## config.mk

```make
export PLATFORM = sky130hd
export DESIGN_NAME = clk_tick_sched
export DESIGN_NICKNAME = d
export VERILOG_FILES = /design/src/rtl/clk_tick_sched.sv
export SDC_FILE = /design/constraint.sdc
export NUM_CORES = 1
export LEC_CHECK = 0
export ABC_AREA = 0
export CORE_AREA = 2 2 88 90
export CTS_BUF_LIST = sky130_fd_sc_hd__clkbuf_8
export CTS_CLUSTER_DIAMETER = 30
export DETAILED_ROUTE_END_ITERATION = 8
export DIE_AREA = 0 0 90 92
export PLACE_DENSITY = 0.71
export REMOVE_ABC_BUFFERS = 1
export SYNTH_ARGS = -nofsm -noshare
export SYNTH_HDL_FRONTEND = slang
export SYNTH_SLANG_ARGS = --single-unit
```

## constraint.sdc

```tcl
create_clock -name clk -period 3.4 [get_ports clk]
set_input_delay 0.51 -clock clk [delete_from_list [all_inputs] [get_ports clk]]
set_output_delay 0.51 -clock clk [all_outputs]
set_load 0.01 [all_outputs]
```

## src/rtl/clk_tick_sched.sv

```systemverilog
// Programmable tick scheduler: divides clk into one-cycle tick enables at a
// configured period, optionally for a fixed number of ticks, then pulses done.
module clk_tick_sched #(
  parameter int unsigned DIV_W = 8,
  parameter int unsigned CNT_W = 16
) (
  input  logic             clk,
  input  logic             rst_n,
  input  logic             cfg_valid,
  output logic             cfg_ready,
  input  logic [DIV_W-1:0] cfg_div,
  input  logic [CNT_W-1:0] cfg_count,
  input  logic             start,
  input  logic             stop,
  output logic             tick,
  output logic             busy,
  output logic             done
);

  typedef enum logic {
    IDLE = 1'b0,
    RUN  = 1'b1
  } state_t;

  state_t state, state_nxt;

  logic [DIV_W-1:0] div_r;
  logic [CNT_W-1:0] cnt_r;
  logic [DIV_W-1:0] phase;
  logic [CNT_W-1:0] ticks;

  logic phase_wrap_c;
  logic last_tick_c;
  logic cfg_take_c;

  logic tick_nxt;
  logic done_nxt;
  logic busy_nxt;
  logic ready_nxt;

  assign phase_wrap_c = (phase == DIV_W'(div_r - DIV_W'(1)));
  assign last_tick_c  = (cnt_r != '0) && (ticks == CNT_W'(cnt_r - CNT_W'(1)));
  // cfg_ready is only ever high in IDLE, so it qualifies the handshake alone
  assign cfg_take_c   = cfg_valid && cfg_ready;

  // State register
  always_ff @(posedge clk or negedge rst_n) begin
    if (!rst_n) begin
      state <= IDLE;
    end else begin
      state <= state_nxt;
    end
  end

  // Next-state logic; stop takes priority over a tick due on the same edge
  always_comb begin
    state_nxt = state;
    unique case (state)
      IDLE: begin
        if (start) begin
          state_nxt = RUN;
        end
      end
      RUN: begin
        if (stop) begin
          state_nxt = IDLE;
        end else if (phase_wrap_c && last_tick_c) begin
          state_nxt = IDLE;
        end
      end
      default: state_nxt = IDLE;
    endcase
  end

  // Output next values, registered below
  always_comb begin
    tick_nxt  = 1'b0;
    done_nxt  = 1'b0;
    busy_nxt  = 1'b0;
    ready_nxt = 1'b0;
    if (state == RUN && !stop && phase_wrap_c) begin
      tick_nxt = 1'b1;
      done_nxt = last_tick_c;
    end
    busy_nxt  = (state_nxt == RUN);
    ready_nxt = (state_nxt == IDLE);
  end

  // Output registers
  always_ff @(posedge clk or negedge rst_n) begin
    if (!rst_n) begin
      tick      <= 1'b0;
      done      <= 1'b0;
      busy      <= 1'b0;
      cfg_ready <= 1'b0;
    end else begin
      tick      <= tick_nxt;
      done      <= done_nxt;
      busy      <= busy_nxt;
      cfg_ready <= ready_nxt;
    end
  end

  // Configuration registers; a zero divisor is stored as 1
  always_ff @(posedge clk or negedge rst_n) begin
    if (!rst_n) begin
      div_r <= DIV_W'(1);
      cnt_r <= '0;
    end else if (cfg_take_c) begin
      div_r <= (cfg_div == '0) ? DIV_W'(1) : cfg_div;
      cnt_r <= cfg_count;
    end
  end

  // Phase and tick counters; held at zero in IDLE so every run starts clean
  always_ff @(posedge clk or negedge rst_n) begin
    if (!rst_n) begin
      phase <= '0;
      ticks <= '0;
    end else if (state == IDLE) begin
      phase <= '0;
      ticks <= '0;
    end else begin
      if (phase_wrap_c) begin
        phase <= '0;
        if (ticks != '1) begin
          ticks <= CNT_W'(ticks + CNT_W'(1));
        end
      end else begin
        phase <= DIV_W'(phase + DIV_W'(1));
      end
    end
  end

endmodule

```

# [Word level (Yosys, flattened, before mapping)]
# Cells that the tools add are included.
[totals] regBits=52 in_bits=29 out_inout_bits=4 elab_cells=40
[classes] muxes=12 reduce_logical=9 eq_ne=5 bitwise_logic=2 addsub=4
[op_table] operator="two-way mux 16 bit" n=3
[op_table] operator="two-way mux 8 bit" n=3
[op_table] operator="adder 16 x 1 -> 16 bit, second input constant" n=1
[op_table] operator="equality test 16 bit" n=1
[op_table] operator="inequality test 16 bit, second input constant" n=1
[op_table] operator="nonzero test 16 bit" n=1
[op_table] operator="subtractor 16 x 1 -> 16 bit, second input constant" n=1
[op_table] operator="adder 8 x 1 -> 8 bit, second input constant" n=1
[op_table] operator="equality test 8 bit" n=1
[op_table] operator="logical NOT 8 bit" n=1
[op_table] operator="subtractor 8 x 1 -> 8 bit, second input constant" n=1
[op_table] operator="logical AND 1 bit" n=5
[op_table] operator="two-way mux 1 bit" n=5
[op_table] operator="inequality test 2 x 1 -> 1 bit, second input constant" n=2
[op_table] operator="NOT 1 bit" n=2
[op_table] operator="case mux 1 bit (2 select lines)" n=1
[op_table] operator="AND reduction 2 bit" n=1
[op_table] operator="logical NOT 1 bit" n=1

# [Longest topological paths before layout]
[depth] ltp_word=8 ltp_mapped=10 depth_no_buf=8

# [Least setup slack after synthesis]
# OpenSTA, ideal clock, no wires.
[synth_timing] path_type="register to register" from="register div_r[0]" to="register ticks[11]" required_time_ns=3.321 path_stages_with_launch=10 path_buffers=2 arrival_ns=2.781 slack_ns=0.539 synth_period_minus_slack_ns=2.861 path_cell_list="dfstp_2 > inv_1 > ha_1 > xnor2_1 > or4_1 > or4_1 > buf_2 > buf_6 > nor4_1 > mux2i_1"
[synth_via] elab_chain_len=4
[synth_lines] element="start: declaration" line="27" text="logic [DIV_W-1:0] div_r;"
[synth_lines] element="start signal: assignment" line="110" text="div_r <= (cfg_div == '0) ? DIV_W'(1) : cfg_div;"
[synth_lines] element="subtractor 8 x 1 -> 8 bit" line="41" text="assign phase_wrap_c = (phase == DIV_W'(div_r - DIV_W'(1)));"
[synth_lines] element="equality test 8 bit" line="41"
[synth_lines] element="inequality test 2 x 1 -> 1 bit (no source line)"
[synth_lines] element="AND reduction 2 bit (no source line)"
[synth_lines] element="end signal: assignment" line="127" text="ticks <= CNT_W'(ticks + CNT_W'(1));"
[synth_lines] element="end: declaration" line="30" text="logic [CNT_W-1:0] ticks;"
# Every way passes these cells.
# A chain may end at the register's enable or synchronous reset.

# [Final worst setup path]
[layout_timing] from="register div_r[0]" to="register ticks[3]"
# The elaborated chain is that of the path after synthesis.

==> results.json <==
{
  "fp.dieW_um": 90,
  "vias_per_cell": 5.690,
  "antenna_cells": 0,
  "period_share": 0.8980,
  "netlist_top_cells_area": "dfrtp_1, mux2_2, xnor2_1",
  "drc": 0,
  "grt_pass1_vias": 2547,
  "grt_max_degree": 29,
  "cts_tree": "yes",
  "fin_crit_ns": 3.053,
  "num_io_pins": 33,
  "synth_ff_type": "dfrtp_1",
  "synth_cell_type_count": 41,
  "slew_headroom": 0.3433,
  "areaGrowthSynthToFinish_pct": 16.86,
  "nets": 396,
  "syn_area_sq_mm": 0.003221,
  "cts_buffers": 5,
  "holdWs_ns": 0.2008,
  "layout_commonest_cell": "dfrtp_1",
  "grt_first_pass_wirelength_mm": 12.05,
  "status": "complete, no violations",
  "vias": 2646,
  "grt_usage": 0.1786,
  "cts_resized": 0,
  "clock_latency_ns": 0.32,
  "synth_edf_count": 0,
  "end_kind": "flip-flop",
  "cp.arrival_ns": 3.29,
  "core-area_sq_mm": 0.007447,
  "syn_inst": 332,
  "hpwl_mm": 5.224,
  "cap_viol_max_count": 0,
  "num_rows": 32,
  "post_drt_wl_per_cell_um": 15.32,
  "layout_common_cells": "dfrtp_1, clkdlybuf4s50_1, nand2_1, mux2_2, nor2_1",
  "crit_type": "flip-flop to flip-flop",
  "ys_seq_area_frac": 0.4044,
  "grt_overflow": 0,
  "drt-total-wl_mm": 7.122,
  "fin_skew_ns": 0.009036,
  "h-tree-depth": 2,
  "fmax_mhz": 327.5,
  "worstPathCellList": "inv_1 -> ha_1 -> xnor2_1 -> or4_1 -> or4_1 -> buf_4 -> or4_1 -> a21oi_1",
  "initial_core_util": 0.4325,
  "slowest_stage": "dfstp_2",
  "synth_warnings": 0,
  "path_buf_inv": 2,
  "first_iter_violations": 144,
  "crit_top_cell": "or4_1",
  "drtPass1Iterations": 4,
  "port_buffers": 32,
  "dieArea_sq_mm": 0.008280,
  "reg2reg_depth": 8,
  "fin_setup_tns_ns": 0,
  "drive_above_1_share": 0.1295,
  "yosys.area.top_type_share": 0.3963,
  "syn_avg_cell_area_sq_um": 9.701,
  "worst_pin_slew_ns": 0.9714,
  "ctsHoldBuffers": 0,
  "final-max-slew-violation-count": 0,
  "clkSlewWorstSetupHoldPaths_ns": 0.10,
  "p_leak_nw": 1.486,
  "crit_cells": 8,
  "synth_largest_area_cell": "dfrtp_1",
  "cts-root-buf": "clkbuf_8",
  "ir_worst_vdd_v": 0.0003312,
  "post_cts_buffers": 0,
  "crit_path_start_kind": "flip-flop",
  "place_ws_ns": 0.3614,
  "p_total_mw": 2.537,
  "setup_ws_ns": 0.3468,
  "clock-sinks": 52,
  "finalHoldViolations": 0,
  "ys_ff_latch": 52,
  "rsz0062_at_grt": "false",
  "crit_family": "simple AND/OR/NAND/NOR gates",
  "setup_viol": 0,
  "crit_path_max_fanout": 26,
  "cp_data_required_time_ns": 3.64,
  "cts_buffer_depth": 2,
  "ant_nets": 0,
  "die_height_um": 92,
  "hp-class": "input pin to asynchronous set/reset pin",
  "antenna_found_initial": 0,
  "n_fill_cell": 693,
  "async_reset_ff_frac": 1.000,
  "powerDensity_mw_per_mm2": 674.2,
  "gp_congestion": 0.9166,
  "slowest_delay_ns": 0.58
}
-- worst paths after layout --
kind,from,end,slack [ns]
worst min register to register,div_r[7],div_r[7],0.54
worst max-delay path,div_r[0],ticks[3],0.35
worst max register to register,div_r[0],ticks[3],0.35
max in group asynchronous,rst_n,div_r[0],2.37
worst min-delay path,rst_n,ticks[14],0.20
min in group clk,div_r[7],div_r[7],0.54
-- cell usage after synthesis, types with 4 or more instances --
cell type / n
nor4b_1: 4
nor2_1: 21
ha_1: 5
o311ai_0: 4
nand2b_1: 12
nor3_1: 9
nor3b_1: 4
and3_1: 6
nand3b_1: 5
clkbuf_1: 11
o31ai_1: 4
or4_1: 7
nand3_1: 17
mux2i_1: 10
inv_1: 11
xor2_1: 16
mux2_2: 24
nor4_1: 14
o21ai_0: 4
xnor2_1: 18
a21oi_1: 10
nand4_1: 6
dfrtp_1: 51
nand2_1: 28
-- layer usage --
| metal | track usage | share of wire | vias up |
|---|---|---|---|
| li1 | - | - | 1268 |
| met2 | 0.3058 | 0.51 | 74 |
| met5 | 0 | 0 | - |
| met3 | 0.03205 | 0.048 | 17 |
| met1 | 0.2277 | 0.42 | 1287 |
| met4 | 0.06282 | 0.021 | 0 |
-- through the flow --
| step | utilization | instance area, sq um | std cells |
|---|---|---|---|
| global placement | 0.4884 | 3637 | 457 |
| floorplan | - | 3152 | 318 |
| detailed placement | 0.4884 | 3637 | 457 |
| global route | 0.5054 | 3764 | 465 |
| CTS | 0.5054 | 3764 | 465 |
| finish | 0.5054 | 3764 | 465 |
-- layout make-up --
class	instances	area (sq um)	area share
Sequential cell	52	1303	0.3461
Clock buffer	7	96.34	0.02560
Tap cell	102	127.6	0.03391
Timing Repair Buffer	37	352.8	0.09375
Inverter	11	41.29	0.01097
Multi-Input combinational cell	255	1813	0.4817
Clock inverter	1	30.03	0.007979
-- where the power goes --
| part | internal (mW) | switching (mW) | leakage, nW |
|---|---|---|---|
| combinational | 0.514 | 0.489 | 0.759 |
| sequential | 0.794 | 0.264 | 0.663 |
| clock | 0.260 | 0.217 | 0.0645 |
-- registers in the layout, summed over array words and instances, names as in the netlist --
name,count
div_r,8
cfg_ready,1
phase,8
tick,1
done,1
ticks,16
cnt_r,16
busy,1
-- cells by family after synthesis --
family	share of synthesized area
AND/OR/NAND/NOR	0.2506
flip-flops	0.4044
AO/OA/AOI/OAI	0.07692
XOR/XNOR	0.09945
multiplexers	0.1150
buffers and inverters	0.03419
adder cells (fa/ha/maj)	0.01943
No activity file was read; power rests on OpenSTA's default activity.
==> RTL edit, RTL diff (config.mk and constraints unchanged) <==
Change the parameter `CNT_W` from 16 to 24.
--- a/src/rtl/clk_tick_sched.sv
+++ b/src/rtl/clk_tick_sched.sv
@@ -4,3 +4,3 @@
   parameter int unsigned DIV_W = 8,
-  parameter int unsigned CNT_W = 16
+  parameter int unsigned CNT_W = 24
 ) (
Interface: changed (resized cfg_count); port bits go from 33 to 41. No check against the original RTL was run, so the function may have changed too.
==> RTL edit against the unedited design <==
Clock skew barely moved; highest routed layer unchanged; sequential power increased by 8%; wire length increased by 39%; count of clock-buffer cells in the layout grew 6; hold slack better by 160 ps; synthesized area rose by 31%; cell count up 24%; cell area grew 31%; largest cell class unchanged; core utilization rose by 16 points; worst setup slack got worse by 120 ps; sequential cell count increased by 16; total power increased by 1.3%; die area stayed put.
==> RTL edit: results (changes against the unedited design) <==
metric	value	unit	change
switchingPower	857	uW	-12%
ys.flop_type	dfrtp_1		
hold_path_class	input port to async pin		
fill_cells	612		-12%
cts_setup_buffers	0		unchanged
hpwl	7250	um	+39%
cts_root_buf	clkbuf_8		
synth_compound_area_frac	0.137		+0.0605
clk_latency	340	ps	+20 ps
n_antenna_cell	0		unchanged
grt_max_degree	48		+66%
rr_worst_depth	7		-1
irDropWorstVdd	0.268	mV	-19%
synth_warnings	0		unchanged
antenna_found_initial	0		unchanged
cts_made_buffers	9		+4
wl_per_cell	17.2	um	+12%
crit_type	flip-flop to flip-flop		
post-place-ws	236	ps	-125 ps
cp_max_fo	7		-73%
dr.pass1.iters	4		unchanged
ys_ff_latch	68		+31%
syn_area_per_cell	9.92	sq um	+2.2%
p_leak	0.00195	uW	+31%
skew	9.27	ps	+0.235 ps
yosys-top-cells-area	dfrtp_1 40%, mux2_2 8.3%, xnor2_1 5.6%, xor2_1 5.4%, nor2_1 2.4%		
slew_headroom	0.287		-0.0564
io_buffers	40		+25%
grt_usage	0.254		+0.0754
grt_pass1_wl	16900	um	+40%
nNetsFinal	510		+29%
cp_slowest_stage_delay	600	ps	+20 ps
synthXorXnorAreaFrac	0.110		+0.0107
reg_top3	cnt_r (24), ticks (24)		
via_per_inst	5.94		+4.3%
r2r_end	busy$_DFF_PN0_		
max-clock-path-buffers	2		unchanged
path_clk_slew	70	ps	-30 ps
reg2reg_from	cnt_r[4]$_DFFE_PN0P_		
seq_area	1700	sq um	+31%
grt_pass1_vias	3401		+34%
outcome	completed		
synth_top_cells_by_count	67 x dfrtp_1, 31 x mux2_2, 27 x nor2_1, 27 x xnor2_1, 26 x xor2_1		
muxShareOfSynthArea	0.0971		-0.0179
post_cts_resized	0		unchanged
arrival	3400	ps	+110 ps
slowest_stage	or4_1		
gp_congestion	0.851		-7.2%
synthAdderAreaFrac	0.0148		-0.00458
dp_cells	559		+22%
ys_types	65		+59%
final_layout_size_suffix_gt1_frac	0.148		+0.0185
async_reset_ff_frac	1.00		unchanged
h-tree-depth	3		+1
fin_ws	225	ps	-122 ps
drt_iter0_markers	240		+67%
num_vias	3414		+29%
placedInstanceArea	4720	sq um	+30%
yosysSeqAreaShare	0.404		-0.000451
RTL edit: changes by cell type in the layout (fill, tap and decap cells not counted), moves of 6 or more:
cell	before	now
mux2_2	24	31
clkdlybuf4s50_1	31	39
clkbuf_8	7	13
buf_4	5	11
dfrtp_1	51	67
xor2_1	16	26
o21ai_0	4	11
xnor2_1	18	27
nor2_1	21	27
RTL edit: cell type report:
| type | count | area share |
|---|---|---|
| clock inverter | 3 | 0.00861 |
| clock buffer | 13 | 0.0362 |
| tap | 102 | 0.0258 |
| inverter | 14 | 0.0106 |
| timing repair buffer | 51 | 0.0967 |
| sequential | 68 | 0.345 |
| multi-input combinational | 324 | 0.477 |
RTL edit: cell families after synthesis:
group | after synthesis
muxes | 37
AOI/OAI and AO/OA | 78
xor gates and xnor gates | 53
buffers and inverters | 33
and+or+nand+nor | 151
adders and majority gates | 5
DFF | 68
RTL edit: power groups by stage:
stage	clock (uW)	sequential, uW	combinational (uW)
floorplan	0	1110	494
global placement	0	1160	682
detailed placement	0	1160	693
CTS	736	1150	700
global route	778	1170	781
finish	722	1150	701
RTL edit: metrics by stage:
step                      hold WS (ps)  total power, uW
after floorplan                    214             1600
after global routing               451             2730
after global placement             512             1840
after detailed placement           522             1850
after CTS                          386             2580
final                              365             2570
RTL edit: critical path: cells and delay by family (launching register included):
family,cells,cell delay [ps]
simple gates,4,2030
flops,1,440
compound gates,2,430
xor+xnor,1,160
RTL edit: per-layer routing:
metal,global-route usage,wire (um),vias up
li1,-,-,1662
met1,0.359,4700,1657
met2,0.397,4460,81
met3,0.0493,537,14
met4,0.0795,175,0
met5,0,0,-
